## src/rtl/pc_unit.sv

```systemverilog
// pc_unit: fetch-address register for the IF stage of the pipelined MIPS datapath.
// Picks the next PC from branch (EX), jump (ID) or sequential targets and applies
// stall, halt and debug single-step control. It also reports the run state and a
// saturating count of PC updates.
//
// Ports:
//   i_clk, i_reset       clock (rising edge) and asynchronous active-high reset
//   i_enable, i_mode     debug run enable; mode 0 = continuous, 1 = single-step
//   i_step               step request level, edge-detected in step mode
//   i_stall, i_halt      hazard-unit stall; HALT decoded in ID
//   i_jump*, i_branch*   redirect requests and their targets
//   o_pc, o_pc_plus      registered fetch address and o_pc + INC
//   o_fetch              high for the cycle after each PC update
//   o_halted             high while in the HALTED state
//   o_fetch_count        saturating count of PC updates
module pc_unit #(
   parameter int               NBITS        = 32,
   parameter int               INC          = 4,
   parameter logic [NBITS-1:0] RESET_VECTOR = '0,
   parameter int               CNT_BITS     = 16
) (
   input  logic                i_clk,
   input  logic                i_reset,
   input  logic                i_enable,
   input  logic                i_mode,
   input  logic                i_step,
   input  logic                i_stall,
   input  logic                i_halt,
   input  logic                i_jump,
   input  logic [NBITS-1:0]    i_jump_target,
   input  logic                i_branch_taken,
   input  logic [NBITS-1:0]    i_branch_target,
   output logic [NBITS-1:0]    o_pc,
   output logic [NBITS-1:0]    o_pc_plus,
   output logic                o_fetch,
   output logic                o_halted,
   output logic [CNT_BITS-1:0] o_fetch_count
);

   localparam logic [NBITS-1:0] INC_V      = NBITS'(INC);
   // INC is a power of two, so INC-1 covers exactly the bits to clear on target loads.
   localparam logic [NBITS-1:0] ALIGN_MASK = ~(INC_V - NBITS'(1));

   typedef enum logic {RUN, HALTED} state_t;

   state_t              state_q, state_d;
   logic [NBITS-1:0]    pc_q, pc_d;
   logic                fetch_q;
   logic [CNT_BITS-1:0] cnt_q, cnt_d;
   logic                step_q;
   logic                adv;
   logic                upd;

   assign o_pc_plus = pc_q + INC_V;

   // Step mode only advances on a rising edge of i_step. Holding i_step high
   // yields a single update.
   assign adv = i_enable & (i_mode ? (i_step & ~step_q) : 1'b1);

   always_comb begin
      state_d = state_q;
      pc_d    = pc_q;
      upd     = 1'b0;
      if (state_q == RUN) begin
         if (i_branch_taken) begin
            // The branch is older than any stall or halt, so it wins. A halt
            // decoded behind it is on the wrong path and is dropped.
            if (adv) begin
               pc_d = i_branch_target & ALIGN_MASK;
               upd  = 1'b1;
            end
         end else if (i_halt) begin
            state_d = HALTED;
         end else if (!i_stall) begin
            if (i_jump) begin
               if (adv) begin
                  pc_d = i_jump_target & ALIGN_MASK;
                  upd  = 1'b1;
               end
            end else if (adv) begin
               pc_d = o_pc_plus;
               upd  = 1'b1;
            end
         end
      end
   end

   always_comb begin
      cnt_d = cnt_q;
      if (upd && (cnt_q != '1)) begin
         cnt_d = cnt_q + CNT_BITS'(1);
      end
   end

   always_ff @(posedge i_clk or posedge i_reset) begin
      if (i_reset) begin
         state_q <= RUN;
         pc_q    <= RESET_VECTOR;
         fetch_q <= 1'b0;
         cnt_q   <= '0;
         step_q  <= 1'b0;
      end else begin
         state_q <= state_d;
         pc_q    <= pc_d;
         fetch_q <= upd;
         cnt_q   <= cnt_d;
         step_q  <= i_step;
      end
   end

   assign o_pc          = pc_q;
   assign o_fetch       = fetch_q;
   assign o_halted      = (state_q == HALTED);
   assign o_fetch_count = cnt_q;

endmodule

```

## config.mk

```make
export PLATFORM = sky130hd
export DESIGN_NAME = pc_unit
export DESIGN_NICKNAME = d
export VERILOG_FILES = /design/src/rtl/pc_unit.sv
export SDC_FILE = /design/constraint.sdc
export NUM_CORES = 1
export LEC_CHECK = 0
export ABC_CLOCK_PERIOD_IN_PS = 2500
export CELL_PAD_IN_SITES_DETAIL_PLACEMENT = 1
export CELL_PAD_IN_SITES_GLOBAL_PLACEMENT = 1
export CORE_MARGIN = 1
export CORE_UTILIZATION = 30
export DETAILED_ROUTE_END_ITERATION = 10
export PLACE_DENSITY_LB_ADDON = 0.2
export SETUP_SLACK_MARGIN = 0.1
export SLEW_MARGIN = 20
export SYNTH_ARGS = -nofsm -noshare
export SYNTH_HDL_FRONTEND = slang
export SYNTH_SLANG_ARGS = --single-unit
export TNS_END_PERCENT = 50
```

## constraint.sdc

```tcl
create_clock -name i_clk -period 2.5 [get_ports i_clk]
set_input_delay 0.25 -clock i_clk [delete_from_list [all_inputs] [get_ports i_clk]]
set_output_delay 0.25 -clock i_clk [all_outputs]
set_load 0.05 [all_outputs]
```

==> impl_metrics.tcl <==
set metrics [dict create \
    synth_edf_count 0 \
    status "completed" \
    clock_skew_ns 0.00457 \
    max_freq_ghz 0.426 \
    avgSynthCellArea_um2 8.98 \
    via_per_inst 5.35 \
    worst_ir_drop_vdd_v 0.000382 \
    seq_area_frac_synth_pct 36.1 \
    root_buffer "clkbuf_16" \
    dp_hpwl_mm 9.40 \
    fin_nets 608 \
    path_max_fanout 8 \
    clk_path_buf_depth 2 \
    overflow 0 \
    multi_input_area_um2 2230 \
    final_cells 674 \
    rsz0062_at_grt "true" \
    first_pass_iters 4 \
    ant_nets 0 \
    crit_chain "and4_1 -> nand2_1 -> xnor2_1 -> clkdlybuf4s50_1" \
    ys.flop_type "dfrtp_1" \
    grt_max_degree 32 \
    maxSlewViolCount 0 \
    clock_latency_ns 0.29 \
    cts_tree "built" \
    syn_to_final_growth_pct 69.6 \
    ioPinCount 155 \
    final_area_um2 5750 \
    dieWidth_um 108 \
    numCtsBuffers 5 \
    setup_violations 0 \
    clkTransAtPathRegs_ns 0.07 \
    place.gp.congestion 0.763 \
    synthDistinctLibCells 62 \
    grt_pass1_wl_mm 19.6 \
    num_antenna_cells 0 \
    period_needed_ns 2.35 \
    synth-seq-cells 49 \
    worst-path-buf-inv 1 \
    synth_top_area_share_pct 36.1 \
    syn_area_um2 3390 \
    ctsHtreeMaxLevel 2 \
    vias 3605 \
    start_kind "register" \
    drive_gt1_share_pct 21.3 \
    numPortBuffers 146 \
    post-place-cells 661 \
    critPathArrivalTime_ns 2.10 \
    critPathTopFamily "buffers and inverters" \
    synthTopCellsByArea "dfrtp_1 36%, xnor2_1 6.7%, xor2_1 4.1%" \
    dieArea_um2 11700 \
    required_ns 2.25 \
    p_per_area_nw_per_um2 580 \
    hold_viol_final 0 \
    setup.worst_path.class "reg2out" \
    critPathMaxStageDelay_ns 0.84 \
    power_uw 3340 \
    hold_class "in2async" \
    row_count 38 \
    grt_pass1_vias 3749 \
    syn_inst 378 \
    coreArea_um2 10900 \
    antenna_found_initial 0 \
    synth_top_area_cell "dfrtp_1" \
    drt_iter0_markers 127 \
    finalCritPeriodShare_pct 93.9 \
    synth_async_sr_flop_share_pct 100 \
    wire_per_inst_um 18.6 \
    ys_warn_count 0 \
    grt_usage_pct 21.7 \
    slew_headroom_pct 62.3 \
    crit_slowest_cell "clkdlybuf4s50_1" \
    worst_pin_slew_ns 0.565 \
    regArea_um2 1240 \
    placedInstanceArea_um2 5450 \
    initial_core_util_pct 31.0 \
    power.leakage_uw 0.00242 \
    drc 0 \
    wl_mm 12.5 \
    fillCellCount 1212 \
    die_h_um 108 \
    cts_sinks 49 \
    cap_violations 0 \
    crit_path_end_kind "output port" \
]
==> cell usage after synthesis (10+ instances only) <==
| cell type | count |
|---|---|
| nand3_1 | 18 |
| inv_1 | 10 |
| nor2_1 | 21 |
| clkbuf_1 | 15 |
| nand2_1 | 29 |
| xor2_1 | 16 |
| dfrtp_1 | 49 |
| and3_1 | 10 |
| o21ai_0 | 12 |
| nand4_1 | 12 |
| a21oi_1 | 23 |
| nor3_1 | 12 |
| o22ai_1 | 12 |
| xnor2_1 | 26 |
==> flip-flops by register name (all words and copies together) (netlist names) <==
signal	count
o_fetch	1
o_pc	30
o_halted	1
step_q	1
o_fetch_count	16
==> layout make-up <==
type | count | area share (%)
multi-input combinational | 293 | 38.7
timing repair buffer | 172 | 32.9
sequential | 49 | 21.5
tap | 140 | 3.04
clock buffer | 5 | 2.17
clock inverter | 3 | 0.805
inverter | 12 | 0.783
==> cells by family (layout without fill, tap and decap cells) <==
| kind of cell | count (synthesis) | in the layout | synth area share, % |
|---|---|---|---|
| AO/OA/AOI/OAI | 92 | 92 | 18.4 |
| XOR/XNOR | 42 | 42 | 10.8 |
| adder cells (fa/ha/maj) | 2 | 2 | 0.737 |
| buffers and inverters | 39 | 192 | 5.38 |
| flip-flops | 49 | 49 | 36.1 |
| multiplexers | 6 | 6 | 1.81 |
| other | 1 | 4 | 0.111 |
| AND/OR/NAND/NOR | 147 | 147 | 26.5 |
==> metrics by stage <==
stage | setup WS (ns) | TNS (ns) | hold WS [ns] | util, %
6_report | 0.153 | 0 | 0.339 | 52.6
5_1_grt | 0.0539 | 0 | 0.399 | 52.6
4_1_cts | 0.0792 | 0 | 0.369 | 52.2
3_5_place_dp | 0.180 | 0 | 0.461 | 49.9
3_3_place_gp | 0.223 | 0 | 0.472 | 49.9
2_1_floorplan | -0.00813 | -0.00813 | 0.281 | -
==> path summary, 6_finish.rpt <==
check	slack (ns)	cells past startpoint	to	start
max reg2reg	0.56	6	o_pc[16]$_DFFE_PP0P_	o_pc[2]$_DFFE_PP0P_
max	0.15	4	o_pc_plus[7]	o_pc[2]$_DFFE_PP0P_
min in group i_clk	0.43	1	step_q$_DFF_PP0_	i_step
min reg2reg	0.49	1	o_halted$_DFF_PP0_	o_halted$_DFF_PP0_
min	0.34	2	o_pc[30]$_DFFE_PP0P_	i_reset
max in group asynchronous	1.60	3	o_pc[13]$_DFFE_PP0P_	i_reset
==> cells in the final DEF (no fill, tap or decap), types with 4 or more instances in the layout <==
master	n
a21oi_1	23
a221oi_1	5
a2bb2oi_1	4
and3_1	9
and4_1	7
buf_12	24
buf_4	27
clkbuf_16	5
clkdlybuf4s50_1	121
conb_1	4
dfrtp_1	38
dfrtp_2	11
inv_1	9
mux2i_1	5
nand2_1	29
nand2b_1	5
nand3_1	17
nand4_1	12
nor2_1	20
nor3_1	12
nor3_4	7
nor4_1	5
o211ai_1	4
o21ai_0	12
o21ai_1	4
o22ai_1	12
xnor2_1	23
xor2_1	6
xor2_2	4
xor2_4	6
==> power breakdown <==
| part | switching [uW] | leakage, uW | internal, uW | total (uW) |
|---|---|---|---|---|
| Clock | 330 | 0.0000800 | 475 | 805 |
| Sequential | 126 | 0.000620 | 881 | 1010 |
| Combinational | 910 | 0.00172 | 616 | 1530 |
| Total | 1370 | 0.00242 | 1970 | 3340 |
==> routing by layer <==
layer | vias to the layer above | share of wire, % | track usage [%]
li1 | 1689 | - | -
met1 | 1797 | 41 | 26.4
met2 | 105 | 52 | 38.9
met3 | 14 | 5.0 | 3.80
met4 | 0 | 1.6 | 6.85
met5 | - | 0 | 0
==> timing repair <==
| action | in CTS | in global routing |
|---|---|---|
| resized for setup | 13 | 5 |
| hold buffers | 0 | 0 |
| setup buffers | 2 | 3 |
| pin swaps | 2 | 2 |
| endpoints found under the setup margin | 13 | 13 |
(Power assumes the default switching activity.)
